[src/rtl/result_pkg.sv]
// result_pkg: shared constants and state encoding for result_reporter.
// Ports: none (package only).
package result_pkg;

    localparam int RESULT_WIDTH = 40;
    localparam int BITCNT_WIDTH = 6;

    typedef enum logic {
        ARMED    = 1'b0,
        CAPTURED = 1'b1
    } state_t;

endpackage

[src/rtl/sync_edge.sv]
// sync_edge: multi-FF synchronizer for one async pin plus edge detect.
// Ports: clk, reset (sync, active high), din (async pin);
//        level (synchronized pin), rise / fall (one-cycle edge pulses).
module sync_edge #(
    parameter int   STAGES    = 2,
    parameter logic RESET_VAL = 1'b0
) (
    input  logic clk,
    input  logic reset,
    input  logic din,
    output logic level,
    output logic rise,
    output logic fall
);

    // STAGES must be at least 2 for metastability settling.
    logic [STAGES-1:0] sync_q;
    logic              dly_q;

    always_ff @(posedge clk) begin
        if (reset) begin
            sync_q <= {STAGES{RESET_VAL}};
            dly_q  <= RESET_VAL;
        end else begin
            sync_q <= {sync_q[STAGES-2:0], din};
            dly_q  <= sync_q[STAGES-1];
        end
    end

    assign level = sync_q[STAGES-1];
    assign rise  = level & ~dly_q;
    assign fall  = ~level & dly_q;

endmodule

[src/rtl/result_reporter.sv]
// result_reporter: captures the first winning result, holds the core
// stopped and shifts the result out over a daisy-chained SPI link.
// Ports: clk, reset (sync, active high); sck_in, sdi_in, cs_n_in (SPI pins,
//        async); success, nonce, match_flags (from shapool);
//        sdo_out (to downstream device), ready, core_run.
module result_reporter
    import result_pkg::*;
#(
    parameter int NONCE_WIDTH = 32,
    parameter int FLAGS_WIDTH = 8,
    parameter int SYNC_STAGES = 2
) (
    input  logic                   clk,
    input  logic                   reset,
    input  logic                   sck_in,
    input  logic                   sdi_in,
    input  logic                   cs_n_in,
    input  logic                   success,
    input  logic [NONCE_WIDTH-1:0] nonce,
    input  logic [FLAGS_WIDTH-1:0] match_flags,
    output logic                   sdo_out,
    output logic                   ready,
    output logic                   core_run
);

    localparam int W = NONCE_WIDTH + FLAGS_WIDTH;
    localparam logic [BITCNT_WIDTH-1:0] FULL_CNT =
        BITCNT_WIDTH'(W);

    logic sck_rise;
    logic cs_level;
    logic cs_rise;
    logic cs_fall;
    logic sdi_sync;
    logic [1:0] sck_other_unused;
    logic [1:0] sdi_edges_unused;

    sync_edge #(
        .STAGES   (SYNC_STAGES),
        .RESET_VAL(1'b0)
    ) u_sck (
        .clk  (clk),
        .reset(reset),
        .din  (sck_in),
        .level(sck_other_unused[0]),
        .rise (sck_rise),
        .fall (sck_other_unused[1])
    );

    sync_edge #(
        .STAGES   (SYNC_STAGES),
        .RESET_VAL(1'b1)
    ) u_cs (
        .clk  (clk),
        .reset(reset),
        .din  (cs_n_in),
        .level(cs_level),
        .rise (cs_rise),
        .fall (cs_fall)
    );

    sync_edge #(
        .STAGES   (SYNC_STAGES),
        .RESET_VAL(1'b0)
    ) u_sdi (
        .clk  (clk),
        .reset(reset),
        .din  (sdi_in),
        .level(sdi_sync),
        .rise (sdi_edges_unused[0]),
        .fall (sdi_edges_unused[1])
    );

    state_t                  state_q;
    logic [W-1:0]            result_q;
    logic [W-1:0]            shreg_q;
    logic [BITCNT_WIDTH-1:0] bitcnt_q;
    logic                    loaded_q;
    logic                    ready_q;
    logic                    core_run_q;
    logic                    sdo_q;

    logic shift_en;
    logic release_en;

    // A cs_n fall on the same cycle as an sck rise drops the sck edge.
    assign shift_en   = sck_rise & ~cs_level & ~cs_fall;
    // Only a transaction that began with a loaded result and clocked
    // out every bit may release the core.
    assign release_en = cs_rise & loaded_q & (bitcnt_q >= FULL_CNT);

    always_ff @(posedge clk) begin
        if (reset) begin
            state_q    <= ARMED;
            result_q   <= '0;
            shreg_q    <= '0;
            bitcnt_q   <= '0;
            loaded_q   <= 1'b0;
            ready_q    <= 1'b0;
            core_run_q <= 1'b1;
            sdo_q      <= 1'b0;
        end else begin
            // loaded_q implies CAPTURED, so these never collide.
            if (state_q == ARMED && success) begin
                state_q  <= CAPTURED;
                result_q <= {match_flags, nonce};
            end else if (release_en) begin
                state_q  <= ARMED;
            end

            unique case (1'b1)
                cs_fall: begin
                    shreg_q  <= (state_q == CAPTURED) ? result_q : '0;
                    loaded_q <= (state_q == CAPTURED);
                    bitcnt_q <= '0;
                end
                shift_en: begin
                    shreg_q <= {shreg_q[W-2:0], sdi_sync};
                    if (bitcnt_q != '1)
                        bitcnt_q <= bitcnt_q + 1'b1;
                end
                release_en: begin
                    loaded_q <= 1'b0;
                end
                default: ;
            endcase

            ready_q    <= (state_q == CAPTURED);
            core_run_q <= (state_q == ARMED);
            sdo_q      <= shreg_q[W-1];
        end
    end

    assign sdo_out  = sdo_q;
    assign ready    = ready_q;
    assign core_run = core_run_q;

endmodule

[config.mk]
export PLATFORM = sky130hd
export DESIGN_NAME = result_reporter
export DESIGN_NICKNAME = d
export VERILOG_FILES = /design/src/rtl/result_pkg.sv /design/src/rtl/sync_edge.sv /design/src/rtl/result_reporter.sv
export SDC_FILE = /design/constraint.sdc
export NUM_CORES = 1
export LEC_CHECK = 0
export BUFFER_PORTS_ARGS = -buffer_cell sky130_fd_sc_hd__buf_2
export CAP_MARGIN = 20
export CORE_MARGIN = 10
export CORE_UTILIZATION = 35
export CTS_BUF_LIST = sky130_fd_sc_hd__clkbuf_4
export DETAILED_ROUTE_END_ITERATION = 16
export HOLD_SLACK_MARGIN = 0.08
export PLACE_DENSITY = 0.62
export SYNTH_ARGS = -nofsm -noshare
export SYNTH_HDL_FRONTEND = slang
export SYNTH_HIERARCHICAL = 1
export SYNTH_SLANG_ARGS = --single-unit
[constraint.sdc]
create_clock -name clk -period 2.5 [get_ports clk]
set_clock_uncertainty 0.1 [all_clocks]
set_input_delay 0.25 -clock clk [delete_from_list [all_inputs] [get_ports clk]]
set_output_delay 0.25 -clock clk [all_outputs]
set_load 0.01 [all_outputs]
==> results.yml <==
drt:
  num_vias: 3275
  routed_wirelength_um: 8680
  drt-pass1-iter-count: 5
  drt_iter0_drc: 242
  drc: 0
  ant_nets: 0
  wl_per_cell_um: 13.4
  via_per_inst: 5.06
worst_setup_path:
  worst-setup-path-type: "reg2reg"
  path_max_fanout: 40
  critPathBufInv: 2
  path_cells: "and2b_1 -> buf_4 -> and2_1 -> buf_4 -> a22oi_1 -> a21oi_1"
  cp.arrival_ns: 2.28
  cp_slowest_stage_delay_ns: 0.39
  cpMaxStageDelayCell: "dfxtp_1"
  crit_family: "buffers and inverters"
  cp-start-kind: "register"
  required_ns: 2.78
  path_common_cell: "buf_4"
  endpoint_kind: "register"
clocking:
  h-tree-depth: 3
  clkTransAtPathRegs_ns: 0.15
  cts_max_path_buffers: 2
  ctsRootBufferMaster: "clkbuf_4"
  cts_tree: "built"
  clock_latency_ns: 0.45
  clock-sinks: 99
  numCtsBuffers: 9
  post_cts_resized: 0
timing:
  clock.fmax_mhz: 502
  setup_tns_ns: 0
  hold_violations: 0
  post-route-period-util_pct: 79.7
  slew_headroom_pct: 71.0
  period_needed_ns: 1.99
  rsz0062_at_grt: "no"
  worstMarginPinSlew_ns: 0.434
  setup_viol: 0
  drv_slew: 0
pwr:
  ir_drop_v: 0.000246
  clock_power_share_pct: 32.9
  p_sw_w: 0.000671
  total_power_w: 0.00285
  p_int_w: 0.00218
  swShare_pct: 23.6
  p_seq_share_pct: 58.3
  power_leakage_nw: 1.70
  power_frac_comb_pct: 8.8
  power.density_nw_per_um2: 598
floorplanning:
  fp.dieH_um: 124
  initial_utilization_pct: 36.3
  die_area_um2: 15400
  io_pins: 49
  core_region_area_um2: 10500
  die_x_um: 124
  row_count: 37
place:
  port_buffers: 48
  dp_hpwl_um: 5420
  gp_congestion: 0.712
global_route:
  antenna_found_initial: 0
  grt_max_degree: 92
  overflow: 0
  track_usage_pct: 11.1
  grt_pass1_vias: 3155
  grt_pass1_wl_um: 14900
worst_hold_path:
  hold_path.class: "in2reg"
synth:
  netlist_instances: 431
  synth_nets: 479
  ys_warn_count: 6
  syn_area_per_cell_um2: 8.82
  synth_area_um2: 3800
finish:
  postLayoutCoreUtil_pct: 45.5
  diodes: 0
  final_nets: 554
  area_delta_synth_final_pct: 25.2
  drive_above_1_share_pct: 14.7
status:
  status: "complete, no violations"
flow_run:
  cap_violations: 0
## worst paths after layout
path / from / endpoint / slack [ns] / cells after the start
setup reg to reg: u_cs/sync_q[1] / shreg_q[35] / 0.51 / 6
hold / removal: success / result_q[26] / 0.14 / 4
setup / recovery: u_cs/sync_q[1] / shreg_q[35] / 0.51 / 6
hold reg to reg: u_cs/sync_q[0] / u_cs/sync_q[1] / 0.33 / 1
## layout make-up
class	instances	area, µm²
fill	1053	5700
sequential	99	1980
multi-input combinational	290	1650
timing repair buffer	101	773
tap	136	170
clock inverter	6	87.6
clock buffer	10	75.1
inverter	5	18.8
## what timing repair did
action                    in CTS  in global routing
hold endpoints to repair      46                  0
setup buffers                  0                  0
hold buffers                  44                  0
## state kept, by name, indices dropped and copies added, names as in the netlist
signal	flops
u_sck/sync_q	2
core_run	1
loaded_q	1
ready	1
state_q	1
shreg_q	40
u_sck/dly_q	1
sdo_out	1
u_cs/sync_q	2
result_q	40
bitcnt_q	6
u_sdi/sync_q	2
u_cs/dly_q	1
## per-layer routing
layer  vias up  global-route usage, %  part of all wire [%]
li1       1654                      -                     -
met5         -                      0                     0
met2        61                   17.0                    44
met1      1549                   14.5                    50
met4         0                   5.32                   2.0
met3        11                   2.38                   3.4
## power by group through the flow
stage | clock network, W | registers (W) | logic, W
final | 0.000936 | 0.00166 | 0.000251
after global routing | 0.00103 | 0.00167 | 0.000284
after global placement | 0 | 0.00169 | 0.000198
after detailed placement | 0 | 0.00169 | 0.000202
after CTS | 0.000966 | 0.00166 | 0.000255
after floorplan | 0 | 0.00168 | 0.000126
## metrics by stage
step           setup WS [ns]  hold slack (ns)  instance area, µm²  cells
2_1_floorplan          0.888            0.222                3800    431
5_1_grt                0.307            0.150                4760    647
3_3_place_gp           0.594            0.308                4160    587
3_5_place_dp           0.540            0.308                4160    587
6_report               0.507            0.141                4760    647
4_1_cts                0.503            0.127                4760    647
## placed cells by master (no fill, tap or decap), types with 3 or more instances in the layout
master          n
dlygate4sd3_1  44
nor2b_1         8
buf_4           7
dfxtp_1        99
nand3b_1       40
inv_1           5
nand2b_1        3
a21oi_1        81
a22oi_1        40
clkbuf_4       10
or2_1           4
buf_2          48
nand2_1        85
o21ai_0         3
a31oi_1         3
## worst register-to-register path: cells and delay by family, from the launching register on
| kind | cells | cell delay [ns] |
|---|---|---|
| buf+inv | 2 | 0.65 |
| simple gates | 2 | 0.46 |
| flops | 1 | 0.39 |
| compound gates | 2 | 0.33 |
Power figures use the tool's default switching activity.
